**config.mk**
```make
export PLATFORM = sky130hd
export DESIGN_NAME = fetch_queue
export DESIGN_NICKNAME = d
export VERILOG_FILES = /design/src/rtl/fetch_queue.sv
export SDC_FILE = /design/constraint.sdc
export NUM_CORES = 1
export LEC_CHECK = 0
export ABC_AREA = 1
export CAP_MARGIN = 20
export CORE_MARGIN = 8
export CORE_UTILIZATION = 30
export CTS_BUF_LIST = sky130_fd_sc_hd__clkbuf_8
export DETAILED_ROUTE_END_ITERATION = 8
export HOLD_SLACK_MARGIN = 0.06
export PLACE_DENSITY = 0.45
export SLEW_MARGIN = 5
export SYNTH_ARGS = -nofsm -noshare
export SYNTH_HDL_FRONTEND = slang
export SYNTH_SLANG_ARGS = --single-unit
```
**constraint.sdc**
```tcl
create_clock -name clk -period 12.7 [get_ports clk]
set_input_delay 2.54 -clock clk [delete_from_list [all_inputs] [get_ports clk]]
set_output_delay 2.54 -clock clk [all_outputs]
set_load 0.01 [all_outputs]
```
**src/rtl/fetch_queue.sv**
```systemverilog
// fetch_queue: single-outstanding instruction fetcher feeding a credit-protected FIFO to decode
module fetch_queue #(
   parameter int          DEPTH    = 4,
   parameter logic [31:0] RESET_PC = 32'h0000_0000
) (
   input  logic                     clk,
   input  logic                     rst_n,
   output logic                     req_valid_o,
   output logic [31:0]              req_addr_o,
   input  logic                     req_ready_i,
   input  logic                     rsp_valid_i,
   input  logic [31:0]              rsp_data_i,
   input  logic                     redirect_i,
   input  logic [31:0]              redirect_pc_i,
   input  logic                     hold_i,
   output logic                     out_valid_o,
   output logic [31:0]              out_pc_o,
   output logic [31:0]              out_inst_o,
   input  logic                     out_ready_i,
   output logic [$clog2(DEPTH):0]   count_o
);
   localparam int PW = $clog2(DEPTH);
   localparam int CW = PW + 1;
   localparam logic [CW-1:0] FULL = CW'(DEPTH);
   localparam logic [31:0] BOOT_PC = RESET_PC & 32'hFFFF_FFFC;
   typedef enum logic [1:0] {IDLE, REQ, WAIT, DROP} state_t;
   state_t state_q, state_d;
   logic [31:0] fetch_pc_q, fetch_pc_d, pending_pc_q, pending_pc_d;
   logic [31:0] pc_q [DEPTH];
   logic [31:0] pc_d [DEPTH];
   logic [31:0] inst_q [DEPTH];
   logic [31:0] inst_d [DEPTH];
   logic [PW-1:0] rd_ptr_q, rd_ptr_d, wr_ptr_q, wr_ptr_d;
   logic [CW-1:0] count_q, count_d;
   logic push, pop;
   // state and datapath registers; reset abandons any outstanding request
   always_ff @(posedge clk or posedge rst_n) begin
      if (rst_n) begin
         state_q      <= IDLE;
         fetch_pc_q   <= BOOT_PC;
         pending_pc_q <= '0;
         rd_ptr_q     <= '0;
         wr_ptr_q     <= '0;
         count_q      <= '0;
         for (int i = 0; i < DEPTH; i++) begin
            pc_q[i]   <= '0;
            inst_q[i] <= '0;
         end
      end else begin
         state_q      <= state_d;
         fetch_pc_q   <= fetch_pc_d;
         pending_pc_q <= pending_pc_d;
         rd_ptr_q     <= rd_ptr_d;
         wr_ptr_q     <= wr_ptr_d;
         count_q      <= count_d;
         pc_q         <= pc_d;
         inst_q       <= inst_d;
      end
   end
   // queue and fetch-address updates; a redirect overrides every other event
   always_comb begin
      push         = state_q == WAIT && rsp_valid_i && !redirect_i;
      pop          = count_q != '0 && out_ready_i && !redirect_i;
      pc_d         = pc_q;
      inst_d       = inst_q;
      wr_ptr_d     = push ? wr_ptr_q + 1'b1 : wr_ptr_q;
      rd_ptr_d     = pop ? rd_ptr_q + 1'b1 : rd_ptr_q;
      count_d      = count_q + CW'(push) - CW'(pop);
      pending_pc_d = state_q == REQ && req_ready_i ? fetch_pc_q : pending_pc_q;
      fetch_pc_d   = state_q == REQ && req_ready_i ? fetch_pc_q + 32'd4 : fetch_pc_q;
      if (push) begin
         pc_d[wr_ptr_q]   = pending_pc_q;
         inst_d[wr_ptr_q] = rsp_data_i;
      end
      if (redirect_i) begin
         rd_ptr_d   = '0;
         wr_ptr_d   = '0;
         count_d    = '0;
         fetch_pc_d = redirect_pc_i & 32'hFFFF_FFFC;
      end
   end
   // next state: requests only issue when the queue has room for their response
   always_comb begin
      state_d = state_q;
      case (state_q)
         IDLE:    state_d = !redirect_i && !hold_i && count_q < FULL ? REQ : IDLE;
         REQ:     state_d = req_ready_i ? (redirect_i ? DROP : WAIT) : (redirect_i ? IDLE : REQ);
         WAIT:    state_d = redirect_i ? (rsp_valid_i ? IDLE : DROP)
                          : !rsp_valid_i ? WAIT : !hold_i && count_d < FULL ? REQ : IDLE;
         DROP:    state_d = rsp_valid_i ? IDLE : DROP;
         default: state_d = IDLE;
      endcase
   end
   // outputs: head fields read as zero while the queue is empty
   always_comb begin
      req_valid_o = state_q == REQ;
      req_addr_o  = fetch_pc_q;
      out_valid_o = count_q != '0;
      out_pc_o    = out_valid_o ? pc_q[rd_ptr_q] : '0;
      out_inst_o  = out_valid_o ? inst_q[rd_ptr_q] : '0;
      count_o     = count_q;
   end
endmodule

```
==> metrics.txt <==
detail-routed net length per standard cell=between 15 and 20 um; Synth async-reset ratio=100.0%; Placer Congestion=a little over 0.8; number of synthesis warnings=0; clk buf depth=3; Post-synth top cells=450 x nand2_1, 317 x dfrtp_1, 312 x nor2_1; critical path fanouts, max=between 60 and 70; via count=approximately 13k; f_max=around 150 MHz; Synth Register Bits=about 320; cell at the root of the clock tree=clkbuf_8; Worst slew margin=between 20% and 30%; VDD IR-drop max=about 100 uV; Syn-to-layout area delta=20.25%; pwr dens=191.8 nW/um^2; ANT nets after route=0; Critical Path Max Stage Delay=720 ps; Sink Count=317; count leader, synth=nand2_1; slowest library cell on the worst path=buf_4; unrepaired setup endpoints after global routing=false; slew of the pin with the lowest slew margin=1093 ps; Post-Syn Instances=between 1.5k and 2k; antenna violations before repair=0; H-Tree Level Count=2; Post-CTS Setup Bufs=0; Final Skew=roughly 21 ps; CTS Buf Count=between 50 and 60; critical path startpoint category=flop; top sig layer=met4; Nets=2101; Final period util=between 50% and 60%; synthesized area=15040 sq um; 1st-iter DRT viols=796; WL met2=between 20000 and 25000 um; Syn Area/Cell=7.918 sq um; final worst path period need=approximately 6600 ps; Port Buffers=around 170; layout cells sized above 1=~5.7%; Synth area leader=dfrtp_1; routed wire length=approximately 46000 um; status=completed; Critical Path RT=slightly above 10000 ps; total die area=57540 sq um; worst hold slack=476.6 ps; Worst path top cell family by delay=buffers and inverters; Critical Path Most Common Cell=buf_4; largest net degree at the start of global routing=about 160; Final setup viols=0; DRT met1 WL=21660 um; Post-DP HPWL=between 20000 and 30000 um; initial core utilization=30.15%; diode count=0; CP cell instances=buf_4 > clkinv_2 > buf_4 > nor2_1 > o21ai_0 > a21oi_1 > clkdlybuf4s50_1; Most used DFF post-synth=dfrtp_1; gr ovfl total=0; # IOs=172; P_leak=8.165 nW; Clock Latency Late Sink=~640 ps; Clock transition at path regs=60 ps; GRT Total Usage=between 10% and 20%; Final Hold Viols=0; Crit. End Element=output port; first-pass GRT wire length=roughly 74000 um; crit path kind=flop to output port; synth top area cells=dfrtp_1 53%, nand2_1 11%, nor2_1 7.8%, o21ai_1 7.7%, o21ai_0 6.1%; hold_buf cts=0; vias per cell=4.662; WP data arrival=a little over 4000 ps; HP Class=flop to flop; die height=about 240 um; Post-synth EDFFs=0; WP buf/inv=4; post_cts resized=0; Yosys cell types=26; TritonCTS clock tree=built; vias in the first global route=between 10k and 15k; Rows=about 80; DIE WIDTH=~240 um; Slew Limit Fails=0; Yosys top cell area share=roughly 53%; residual DRC count=0; DR WL met3=slightly below 3000 um; Detailed Routing Iterations Pass 1=5; core area=roughly 50000 sq um; Setup Total Neg Slack=0 ps; Seq/Total Area, Yosys=52.76%; MaxCap Viol Count=0
-- worst paths after layout --
path | from | to | slack (ps) | depth (start not counted)
max | rd_ptr_q[1] | out_inst_o[19] | 6100 | 7
min | inst_q[29] | inst_q[29] | 480 | 2
max reg2reg | count_o[1] | state_q[0] | 9400 | 18
min reg2reg | inst_q[29] | inst_q[29] | 480 | 2
max in group asynchronous | rst_n | inst_q[36] | 8860 | 3
min in group asynchronous | rst_n | pc_q[38] | 2380 | 2
-- flip-flops by register name, indices dropped and copies added, names as in the netlist --
signal and cells:
wr_ptr_q 2, req_addr_o 30, inst_q 128, pending_pc_q 30, rd_ptr_q 2, count_o 3, pc_q 120, state_q 2
-- cell families after synthesis --
logic type,share of synthesized area [%]
DFF,52.76
AOI/OAI and AO/OA,16.99
and+or+nand+nor,21.23
buffers and inverters,7.930
other,0.02494
xor gates and xnor gates,0.3495
adders and majority gates,0.7156
-- worst register-to-register path: cells and delay by family, from the launching register on --
family	cells	cell delay, ps
AND/OR/NAND/NOR	10	840
flip-flops	1	440
adder cells (fa/ha/maj)	3	800
buffers and inverters	5	1110
-- power breakdown --
group / internal, mW / switching [mW] / leakage [nW]
Clock: 0.499 / 0.442 / 0.667
Combinational: 0.448 / 0.707 / 3.28
Sequential: 1.23 / 0.146 / 4.21
-- metrics by stage --
stage | util [%] | std cells | cell area, sq um | worst slack (ps) | power (mW)
floorplan | - | 1902 | 15050 | 1389 | 2.059
global placement | 34.04 | 2634 | 16970 | 6585 | 2.554
detailed placement | 34.04 | 2634 | 16970 | 6575 | 2.567
CTS | 36.26 | 2737 | 18080 | 5824 | 3.538
global route | 36.26 | 2737 | 18080 | 5710 | 3.755
finish | 36.26 | 2737 | 18080 | 6099 | 3.468
-- per-layer routing --
| metal | vias up | GRT usage [%] |
|---|---|---|
| met5 | - | 0 |
| met4 | 0 | 4.853 |
| met3 | 71 | 4.194 |
| met2 | 289 | 25.47 |
| met1 | 6048 | 21.39 |
| li1 | 6352 | - |
-- cells in the final DEF (no fill, tap or decap), drive strengths merged --
master,Yosys,final
a21oi,74,74
buf,69,14
clkbuf,50,71
clkdlybuf4s50,0,165
clkinv,0,8
clkinvlp,0,1
conb,1,4
dfrtp,317,317
fa,1,1
ha,7,7
inv,128,151
nand2,456,456
nand3,46,46
nor2,316,316
o211ai,1,1
o21ai,423,423
o21bai,4,4
xor2,6,6
-- final cells by class --
type                    instances  area, sq um
fillers                      5253        31780
inverters                     128        490.5
clock buffers                  71        977.2
well taps                     672        840.8
flip-flops and latches        317         7938
clock inverters                32        131.4
multi-input cells            1338         5934
repair buffers                179         1769
(Power assumes the default switching activity.)
